<file path="src/rtl/eep_pkg.sv">
// Shared definitions for the instruction encoder: request kinds, FSM states,
// the extension-word prefix and the fixed opcode-class bit patterns.
package eep_pkg;

   // Request kinds carried on in_kind; codes 6 and 7 are undefined.
   typedef enum logic [2:0] {
      ALU_REG = 3'd0,
      ALU_IMM = 3'd1,
      SHIFT   = 3'd2,
      LDR     = 3'd3,
      STR     = 3'd4,
      JMP     = 3'd5
   } kind_e;

   // Emitter states: waiting for a request, presenting the extension word,
   // presenting the instruction word.
   typedef enum logic [1:0] {
      IDLE     = 2'd0,
      EMIT_EXT = 2'd1,
      EMIT_INS = 2'd2
   } state_e;

   localparam logic [7:0] EXT_PREFIX = 8'hD0;
   localparam logic [3:0] OPC_SHIFT  = 4'b0111;
   localparam logic [2:0] OPC_LDR    = 3'b100;
   localparam logic [2:0] OPC_STR    = 3'b101;
   localparam logic [3:0] OPC_JMP    = 4'b1100;

   // ALU opcode with no instruction behind it; requests using it are rejected.
   localparam logic [2:0] ALUOP_BAD  = 3'b111;

endpackage

</file>
<file path="src/rtl/insencode_imm_fits.sv">
// Signed range check: a REG_WIDTH value fits a FIELD_W-bit signed field when
// every bit from the top down to the field's sign bit has the same value.
module imm_fits #(
   parameter int REG_WIDTH = 16,
   parameter int FIELD_W   = 8
) (
   input  logic [REG_WIDTH-1:0] i_val,
   output logic                 o_fits
);

   logic [REG_WIDTH-FIELD_W:0] w_upper;

   assign w_upper = i_val[REG_WIDTH-1:FIELD_W-1];
   assign o_fits  = (&w_upper) | ~(|w_upper);

endmodule

</file>
<file path="src/rtl/insencode.sv">
// Instruction encoder: accepts one encode request at a time, emits either a
// single instruction word or an extension word followed by the instruction
// word, and numbers every accepted output word with a running address.
module insencode
   import eep_pkg::*;
#(
   parameter int REG_WIDTH = 16
) (
   input  logic                 clk,
   input  logic                 rst,
   input  logic                 in_valid,
   output logic                 in_ready,
   input  logic [2:0]           in_kind,
   input  logic [2:0]           in_aluop,
   input  logic [2:0]           in_a,
   input  logic [2:0]           in_b,
   input  logic [2:0]           in_c,
   input  logic [REG_WIDTH-1:0] in_imm,
   input  logic [3:0]           in_scnt,
   input  logic [1:0]           in_shop,
   input  logic [3:0]           in_cond,
   output logic                 out_valid,
   input  logic                 out_ready,
   output logic [REG_WIDTH-1:0] out_word,
   output logic [15:0]          out_addr,
   output logic                 err
);

   state_e               r_state;
   logic                 r_out_valid;
   logic                 r_err;
   logic [REG_WIDTH-1:0] r_out_word;
   logic [REG_WIDTH-1:0] r_ins_word;
   logic [15:0]          r_out_addr;

   logic                 w_fits8;
   logic                 w_fits5;
   logic                 w_fire;
   logic                 w_reject;
   logic                 w_need_ext;
   logic [REG_WIDTH-1:0] w_ins_word;
   logic [REG_WIDTH-1:0] w_ext_word;

   imm_fits #(.REG_WIDTH(REG_WIDTH), .FIELD_W(8)) u_fits8 (
      .i_val  (in_imm),
      .o_fits (w_fits8)
   );

   imm_fits #(.REG_WIDTH(REG_WIDTH), .FIELD_W(5)) u_fits5 (
      .i_val  (in_imm),
      .o_fits (w_fits5)
   );

   assign in_ready   = (r_state == IDLE);
   assign w_fire     = r_out_valid & out_ready;
   assign w_ext_word = {EXT_PREFIX, in_imm[15:8]};

   assign out_valid  = r_out_valid;
   assign out_word   = r_out_word;
   assign out_addr   = r_out_addr;
   assign err        = r_err;

   // Decode the request on the inputs into its instruction word and routing.
   always_comb begin
      // NOTE: every output gets a default first so no path leaves one unassigned (which would infer a latch).
      w_ins_word = '0;
      w_reject   = 1'b0;
      w_need_ext = 1'b0;
      case (in_kind)
         ALU_REG: begin
            w_reject   = (in_aluop == ALUOP_BAD);
            w_ins_word = {1'b0, in_aluop, in_a, 1'b0, in_b, in_c, 2'b00};
         end
         ALU_IMM: begin
            w_reject   = (in_aluop == ALUOP_BAD);
            w_need_ext = ~w_fits8;
            w_ins_word = {1'b0, in_aluop, in_a, 1'b1, in_imm[7:0]};
         end
         SHIFT: begin
            w_ins_word = {OPC_SHIFT, in_a, in_shop[1], in_b, in_shop[0], in_scnt};
         end
         LDR: begin
            w_reject   = ~w_fits5;
            w_ins_word = {OPC_LDR, 1'b0, in_a, 1'b0, in_b, in_imm[4:0]};
         end
         STR: begin
            w_reject   = ~w_fits5;
            w_ins_word = {OPC_STR, 1'b0, in_a, 1'b0, in_b, in_imm[4:0]};
         end
         JMP: begin
            w_need_ext = ~w_fits8;
            w_ins_word = {OPC_JMP, in_cond, in_imm[7:0]};
         end
         default: begin
            w_reject = 1'b1;
         end
      endcase
   end

   // Emitter FSM: accept in IDLE, hold each word until the consumer takes it.
   always_ff @(posedge clk) begin
      // NOTE: sequential state uses non-blocking assignments so every register samples pre-edge values.
      if (rst) begin
         r_state     <= IDLE;
         r_out_valid <= 1'b0;
         r_err       <= 1'b0;
         r_out_word  <= '0;
         r_ins_word  <= '0;
      end else begin
         r_err <= 1'b0;
         case (r_state)
            IDLE: begin
               if (in_valid) begin
                  if (w_reject) begin
                     r_err <= 1'b1;
                  end else if (w_need_ext) begin
                     r_out_word  <= w_ext_word;
                     r_ins_word  <= w_ins_word;
                     r_out_valid <= 1'b1;
                     r_state     <= EMIT_EXT;
                  end else begin
                     r_out_word  <= w_ins_word;
                     r_out_valid <= 1'b1;
                     r_state     <= EMIT_INS;
                  end
               end
            end
            EMIT_EXT: begin
               if (w_fire) begin
                  r_out_word <= r_ins_word;
                  r_state    <= EMIT_INS;
               end
            end
            EMIT_INS: begin
               if (w_fire) begin
                  r_out_valid <= 1'b0;
                  r_state     <= IDLE;
               end
            end
            default: begin
               r_out_valid <= 1'b0;
               r_state     <= IDLE;
            end
         endcase
      end
   end

   // Output address: advances once per accepted word, wrapping at 16 bits.
   always_ff @(posedge clk) begin
      if (rst) begin
         r_out_addr <= '0;
      end else if (w_fire) begin
         r_out_addr <= r_out_addr + 16'd1;
      end
   end

endmodule
</file>
<file path="config.mk">
export PLATFORM = sky130hd
export DESIGN_NAME = insencode
export DESIGN_NICKNAME = d
export VERILOG_FILES = /design/src/rtl/eep_pkg.sv /design/src/rtl/insencode_imm_fits.sv /design/src/rtl/insencode.sv
export SDC_FILE = /design/constraint.sdc
export NUM_CORES = 1
export LEC_CHECK = 0
export ABC_AREA = 1
export BUFFER_PORTS_ARGS = -buffer_cell sky130_fd_sc_hd__buf_2
export CAP_MARGIN = 20
export CORE_MARGIN = 1
export CORE_UTILIZATION = 45
export CTS_BUF_LIST = sky130_fd_sc_hd__clkbuf_8
export CTS_CLUSTER_SIZE = 28
export DETAILED_ROUTE_END_ITERATION = 6
export PLACE_DENSITY = 0.8
export RECOVER_POWER = 100
export SYNTH_ARGS = -nofsm -noshare
export SYNTH_HDL_FRONTEND = slang
export SYNTH_SLANG_ARGS = --single-unit
</file>
<file path="constraint.sdc">
create_clock -name clk -period 1.4 [get_ports clk]
set_input_delay 0.21 -clock clk [delete_from_list [all_inputs] [get_ports clk]]
set_output_delay 0.21 -clock clk [all_outputs]
set_load 0.02 [all_outputs]
</file>
==> results of run 1 <==
[critical path, stage by stage, from the launching register on]
cell,delay (ps)
dfxtp_4,370
buf_6,100
nand2_4,40
nor2_4,100
nand2_2,90
nor3_4,210
nand2_2,120
nor3_2,170
xor2_1,180
nor2_1,60
[cell type report]
type                    count  area [um2]  share of cell area (%)
clock inverters             3       27.53                  0.6492
clock buffers               5       68.82                   1.623
inverters                  51       193.9                   4.574
repair buffers            150       947.2                   22.34
well taps                  77       96.34                   2.272
flip-flops and latches     52        1066                   25.14
multi-input cells         357        1841                   43.41
[metal layers]
layer	vias to the layer above	part of all wire [%]	global-route usage [%]
met3	9	3.5	3.181
li1	1785	-	-
met1	1658	44	30.28
met5	-	0	0
met2	84	52	44.34
met4	0	0.80	4.389
[kinds of logic after synthesis]
kind of cell / count (synthesis) / synth area share (%)
fa+ha+maj: 1 / 0.4235
compound gates: 50 / 9.276
xor+xnor: 3 / 0.8896
simple gates: 303 / 44.98
flops: 52 / 35.24
buf+inv: 67 / 9.191
[Yosys cell counts]
master      n  area (um2)
nand4_1     6       37.54
clkbuf_1    7       26.28
inv_2      10       37.54
nand2_4     2       22.52
o21ai_0    11       55.05
nand2_2     2       12.51
and3_1      1       6.260
nor3_1      9       45.04
inv_1      40       150.1
nor4_1      2       12.51
or2_1       1       6.260
o21ai_1    13       65.06
buf_4       1       7.510
o21bai_1    1       7.510
nand3_1    28       140.1
inv_4       1       6.260
ha_1        1       12.51
nand3_2     3       30.03
nor2_1     97       364.1
buf_1       2       7.510
nor2_2      5       31.28
o22ai_1     3       18.77
o211ai_1    2       15.01
nor3_2      1       10.01
dfxtp_1    52        1041
xor2_1      3       26.28
buf_2       5       25.02
nand2_1   129       484.2
o21a_1      5       37.54
buf_6       1       11.26
or2_2       4       25.02
nand3b_1   12       90.09
nand3b_2    1       11.26
a21oi_1    15       75.07
[power groups by stage]
stage | clock network (mW) | registers, mW | logic (mW)
floorplan | 0 | 1.72 | 0.498
global placement | 0 | 1.64 | 0.938
detailed placement | 0 | 1.65 | 0.957
CTS | 0.916 | 1.61 | 0.974
global route | 0.982 | 1.63 | 1.12
finish | 0.908 | 1.62 | 1.01
[timing repair]
action	in CTS	in global routing
gates resized for setup	15	30
setup buffers	9	7
pin swaps	16	16
endpoints found under the setup margin	17	38
gates cloned	0	1
[worst max path at each step]
stage | start | end | slack [ps] | cells past startpoint
3_5_place_dp | in_kind[1] | out_word[0] | -300 | 13
6_report | out_addr[1] | out_addr[13] | -140 | 9
4_1_cts | out_addr[0] | out_addr[14] | -170 | 10
3_3_place_gp | in_kind[1] | out_word[10] | -230 | 13
2_1_floorplan | out_addr[0] | out_addr[14] | -70 | 10
5_1_grt | out_addr[1] | out_addr[15] | -210 | 10
[registers in the layout, indices dropped and copies added, names as in the netlist]
register	flops
out_addr	16
out_word	16
r_ins_word	16
r_state	2
err	1
out_valid	1
==> flow_metrics.tcl, run 1 <==
set metrics [dict create \
    r2r_slack_ps -140 \
    cts_max_level 2 \
    ys_seq_elements 52 \
    p_switching_mw 1.176 \
    grt_remaining_overflow 0 \
    clk_pin_slew_ps 110 \
    antenna_cells 0 \
    cp-start-kind "flop" \
    final_cell_area_um2 4240 \
    cts_buffer_depth 2 \
    ys_warn_count 0 \
    finalPower_mw 3.535 \
    fin_setup_tns_ps -539.3 \
    power_frac_comb_pct 28.5 \
    grt_use_total_pct 24.16 \
    synthesis.area_um2 2954 \
    root_buffer "clkbuf_8" \
    place_area_um2 3885 \
    post-route-period-util_pct 109.9 \
    grt_antenna_before_repair 0 \
    dp_cells 672 \
    p_clk_share_pct 25.7 \
    fin_cells 695 \
    required_ps 1610 \
    cts_hold_buffers 0 \
    yosysSeqAreaShare_pct 35.24 \
    hold_start "in_valid" \
    dr.pass1.iters 5 \
    first_global_vias 3261 \
    worst-endpoint-arrival_ps 1750 \
    hold_ws_ps 253.2 \
    syn_inst 476 \
    p_int_mw 2.359 \
    nNetsFinal 663 \
    route.antenna.remaining_nets 0 \
    first_iter_violations 217 \
    tightest_slew_ps 322.1 \
    hold_depth 3 \
    clk_latency_ps 310 \
    synth_fp_nets 522 \
    fillCellCount 532 \
    cts.sinks 52 \
    critPathMaxFanout 3 \
    peakVddDrop_v 0.0007326 \
    grt_start_max_net_pins 36 \
    die_x_um 83.02 \
    core_area_um2 6350 \
    hold_viol_final 0 \
    io_pins 80 \
    die_h_um 83.02 \
    gp_congestion 0.9560 \
    pre_cts_slack_ps -297.0 \
    p_seq_share_pct 45.8 \
    reg2regPathDepth 9 \
    relSlewSlack_pct 78.30 \
    worst_setup_path_end_kind "flop" \
    die_area_um2 6892 \
    layout_common_cells "117 x nand2_1, 88 x nor2_1, 69 x buf_2, 63 x buf_4, 44 x dfxtp_1" \
    num_vias 3536 \
    area_growth_pct 43.54 \
    violations "setup timing" \
    status "finished, violations left" \
    drc_errors 0 \
    rsz0062_at_grt "true" \
    grt_pass1_wl_um 14040 \
    drive_gt1_share_pct 34.95 \
    holdPathEnd "err" \
    cts_tree "yes" \
    crit-reg2reg-capture "out_addr[13]" \
    routed_wl_um 8451 \
    cts_buffers 5 \
    avgRoutedWirePerCell_um 12.16 \
    final_util_pct 66.78 \
    hpwl_um 6074 \
    period_needed_ps 1538 \
    fmax_mhz 650.1 \
    finalSetupViolCount 6 \
    switching_share_pct 33.26 \
    slew_viol_final 0 \
    finalWorstSetupSlack_ps -138.2 \
    timing.rr.start "out_addr[1]" \
    viasPerCell 5.088 \
    power.leakage_nw 2.252 \
    finClkSkew_ps 11.40 \
    final_common_cell "nand2_1" \
    avgSynthCellArea_um2 6.206 \
    hold_class "in2reg" \
    ys_types 34 \
    setup.worst_path.class "reg2reg" \
    port_buffers 79 \
    initial_utilization_pct 46.52 \
    rows 29 \
    max_cap_viol_count 0 \
    powerDensity_nw_per_um2 833.6 \
]
Power figures use the tool's default switching activity.
==> run 2: changes to the inputs <==
ABC_AREA = not set   (was 1)
==> flow_metrics.tcl, run 2 <==
set metrics [dict create \
    finalWorstSetupSlack_ps -309.6 \
    synth.most_common_cell "dfxtp_1" \
    hold_viol_final 0 \
    met2_length_um 6185 \
    die_area_um2 6867 \
    slowest_delay_ps 630 \
    gp_congestion 0.9190 \
    fillCellCount 368 \
    core_area_um2 6314 \
    viasPerCell 6.533 \
    area_growth_pct 67.77 \
    drc_errors 31 \
    route.antenna.remaining_nets 0 \
    worst-endpoint-arrival_ps 1930 \
    max_cap_viol_count 0 \
    reg2regPathDepth 6 \
    highest_layer "met4" \
    tightest_slew_ps 536.3 \
    ys_warn_count 0 \
    final_common_cell "buf_4" \
    synth_common_cells "52 x dfxtp_1, 26 x nor2_1, 24 x nand2_1" \
    route.met3.wl_um 1436 \
    synthesis.area_um2 2943 \
    crit-reg2reg-capture "out_word[5]" \
    timing.rr.start "r_state[1]" \
    slew_viol_final 0 \
    required_ps 1620 \
    cp-start-kind "input pin" \
    hold_ws_ps 290.5 \
    die_h_um 82.87 \
    fin_setup_tns_ps -8168 \
    fmax_mhz 584.9 \
    yosysTopAreaCellShare_pct 35.37 \
    rows 29 \
    power.leakage_nw 2.057 \
    violations "DRC, setup timing" \
    finalPower_mw 3.804 \
    place_area_um2 4101 \
    final_util_pct 78.20 \
    num_vias 3933 \
    port_buffers 79 \
    finClkSkew_ps 13.57 \
    antenna_cells 0 \
    avgRoutedWirePerCell_um 22.55 \
    cts_tree "yes" \
    syn_inst 350 \
    io_pins 80 \
    synth_area_leaders "dfxtp_1 35%, a21oi_1 3.7%, nor2_1 3.3%, a211oi_1 3.1%, nand2_1 3.1%" \
    seqCellArea_um2 1079 \
    synth_fp_nets 396 \
    crit_path_cell_trace "buf_8 > nand4_1 > or4_4 > o211ai_4 > buf_4 > a31oi_1 > a211oi_2" \
    dr.pass1.iters 7 \
    clk_latency_ps 310 \
    worst_setup_path_end_kind "flop" \
    multi_input_area_um2 2280 \
    first_global_vias 3521 \
    critPathMaxFanout 6 \
    clk_pin_slew_ps 110 \
    first_iter_violations 512 \
    peakVddDrop_v 0.001290 \
    startpoint "in_imm[14]" \
    cts_max_level 2 \
    finalSetupViolCount 41 \
    fin_cells 602 \
    die_x_um 82.87 \
    cts.sinks 52 \
    yosysTopAreaCell "dfxtp_1" \
    r2r_slack_ps -290 \
    critPathSlowestCell "or4_4" \
    hold_class "in2reg" \
    pre_cts_slack_ps -400.4 \
    drive_gt1_share_pct 53.90 \
    final_cell_area_um2 4937 \
    synth-edff-count 0 \
    post-route-period-util_pct 122.1 \
    cts_buffers 5 \
    setup.worst_path.class "in2reg" \
    crit_end "r_ins_word[5]" \
    synthFlopType "dfxtp_1" \
    layout_common_cells "94 x buf_4, 52 x buf_2, 40 x dfxtp_1" \
    initial_utilization_pct 46.61 \
    root_buffer "clkbuf_8" \
    avgSynthCellArea_um2 8.408 \
    powerDensity_nw_per_um2 770.4 \
    yosysSeqAreaShare_pct 35.37 \
    dp_cells 566 \
    m1WireLength_um 5078 \
    nNetsFinal 570 \
    grt_use_total_pct 31.50 \
    grt_antenna_before_repair 0 \
    ys_types 60 \
    routed_wl_um 13580 \
    cts_hold_buffers 0 \
    period_needed_ps 1710 \
    async_reset_ff_share_pct 0 \
    cts_buffer_depth 2 \
    ys_seq_elements 52 \
    grt_pass1_wl_um 17660 \
    grt_remaining_overflow 0 \
    hpwl_um 6936 \
    relSlewSlack_pct 64.24 \
    grt_start_max_net_pins 23 \
    rsz0062_at_grt "true" \
    status "finished, violations left" \
]
-- run 2: changes by cell type after synthesis, sizes merged, moves of 8 or more --
cell | previous run | this run
o21ai | 24 | 11
a211oi | 0 | 14
nand3b | 13 | 0
nand3 | 31 | 17
a22oi | 0 | 8
nor2 | 102 | 26
xnor2 | 0 | 8
nor2b | 0 | 12
inv | 51 | 5
nand2 | 133 | 25
a31oi | 0 | 13
nand2b | 0 | 10
-- run 2: report_power, final --
part	internal, mW	switching, mW	total [mW]
Sequential	1.54	0.0623	1.60
Combinational	0.601	0.713	1.31
Clock	0.351	0.538	0.889
Total	2.49	1.31	3.80
-- run 2: critical path, delay by kind of cell --
| kind | cells | cell delay, ps |
|---|---|---|
| compound gates | 3 | 560 |
| buf+inv | 2 | 300 |
| simple gates | 2 | 870 |
-- run 2: timing repair --
action | CTS | global route
pin swaps | 14 | 24
cloned | 1 | 2
endpoints found under the setup margin | 42 | 45
hold endpoints to repair | 0 | 0
gates resized for setup | 49 | 66
buffers inserted | 9 | 17
-- run 2: worst min path at each step --
stage / from / to / slack [ps] / cells past startpoint
2_1_floorplan: in_valid / err / 350 / 2
3_3_place_gp: r_ins_word[14] / r_ins_word[14] / 450 / 2
3_5_place_dp: r_ins_word[14] / r_ins_word[14] / 470 / 2
4_1_cts: in_valid / r_state[1] / 230 / 3
5_1_grt: in_imm[10] / out_word[2] / 290 / 3
6_report: in_imm[10] / out_word[2] / 290 / 3
-- run 2: cell families after synthesis --
kind of cell	count (synthesis)	synth area share, %
buffers and inverters	28	4.209
multiplexers	10	4.294
flip-flops	52	35.37
adder cells (fa/ha/maj)	1	0.4251
AND/OR/NAND/NOR	135	24.32
XOR/XNOR	13	3.869
AO/OA/AOI/OAI	111	27.51
-- run 2: layout make-up --
| type | instances | area share, % |
|---|---|---|
| sequential | 52 | 21.84 |
| tap | 77 | 1.951 |
| clock buffer | 5 | 1.394 |
| inverter | 5 | 0.3801 |
| multi-input combinational | 270 | 46.17 |
| clock inverter | 3 | 0.3801 |
| timing repair buffer | 190 | 27.88 |
-- run 2: layer usage --
| metal | global-route usage (%) | vias up |
|---|---|---|
| li1 | - | 1670 |
| met1 | 38.69 | 1816 |
| met2 | 52.16 | 348 |
| met3 | 6.461 | 99 |
| met4 | 15.99 | 0 |
| met5 | 0 | - |
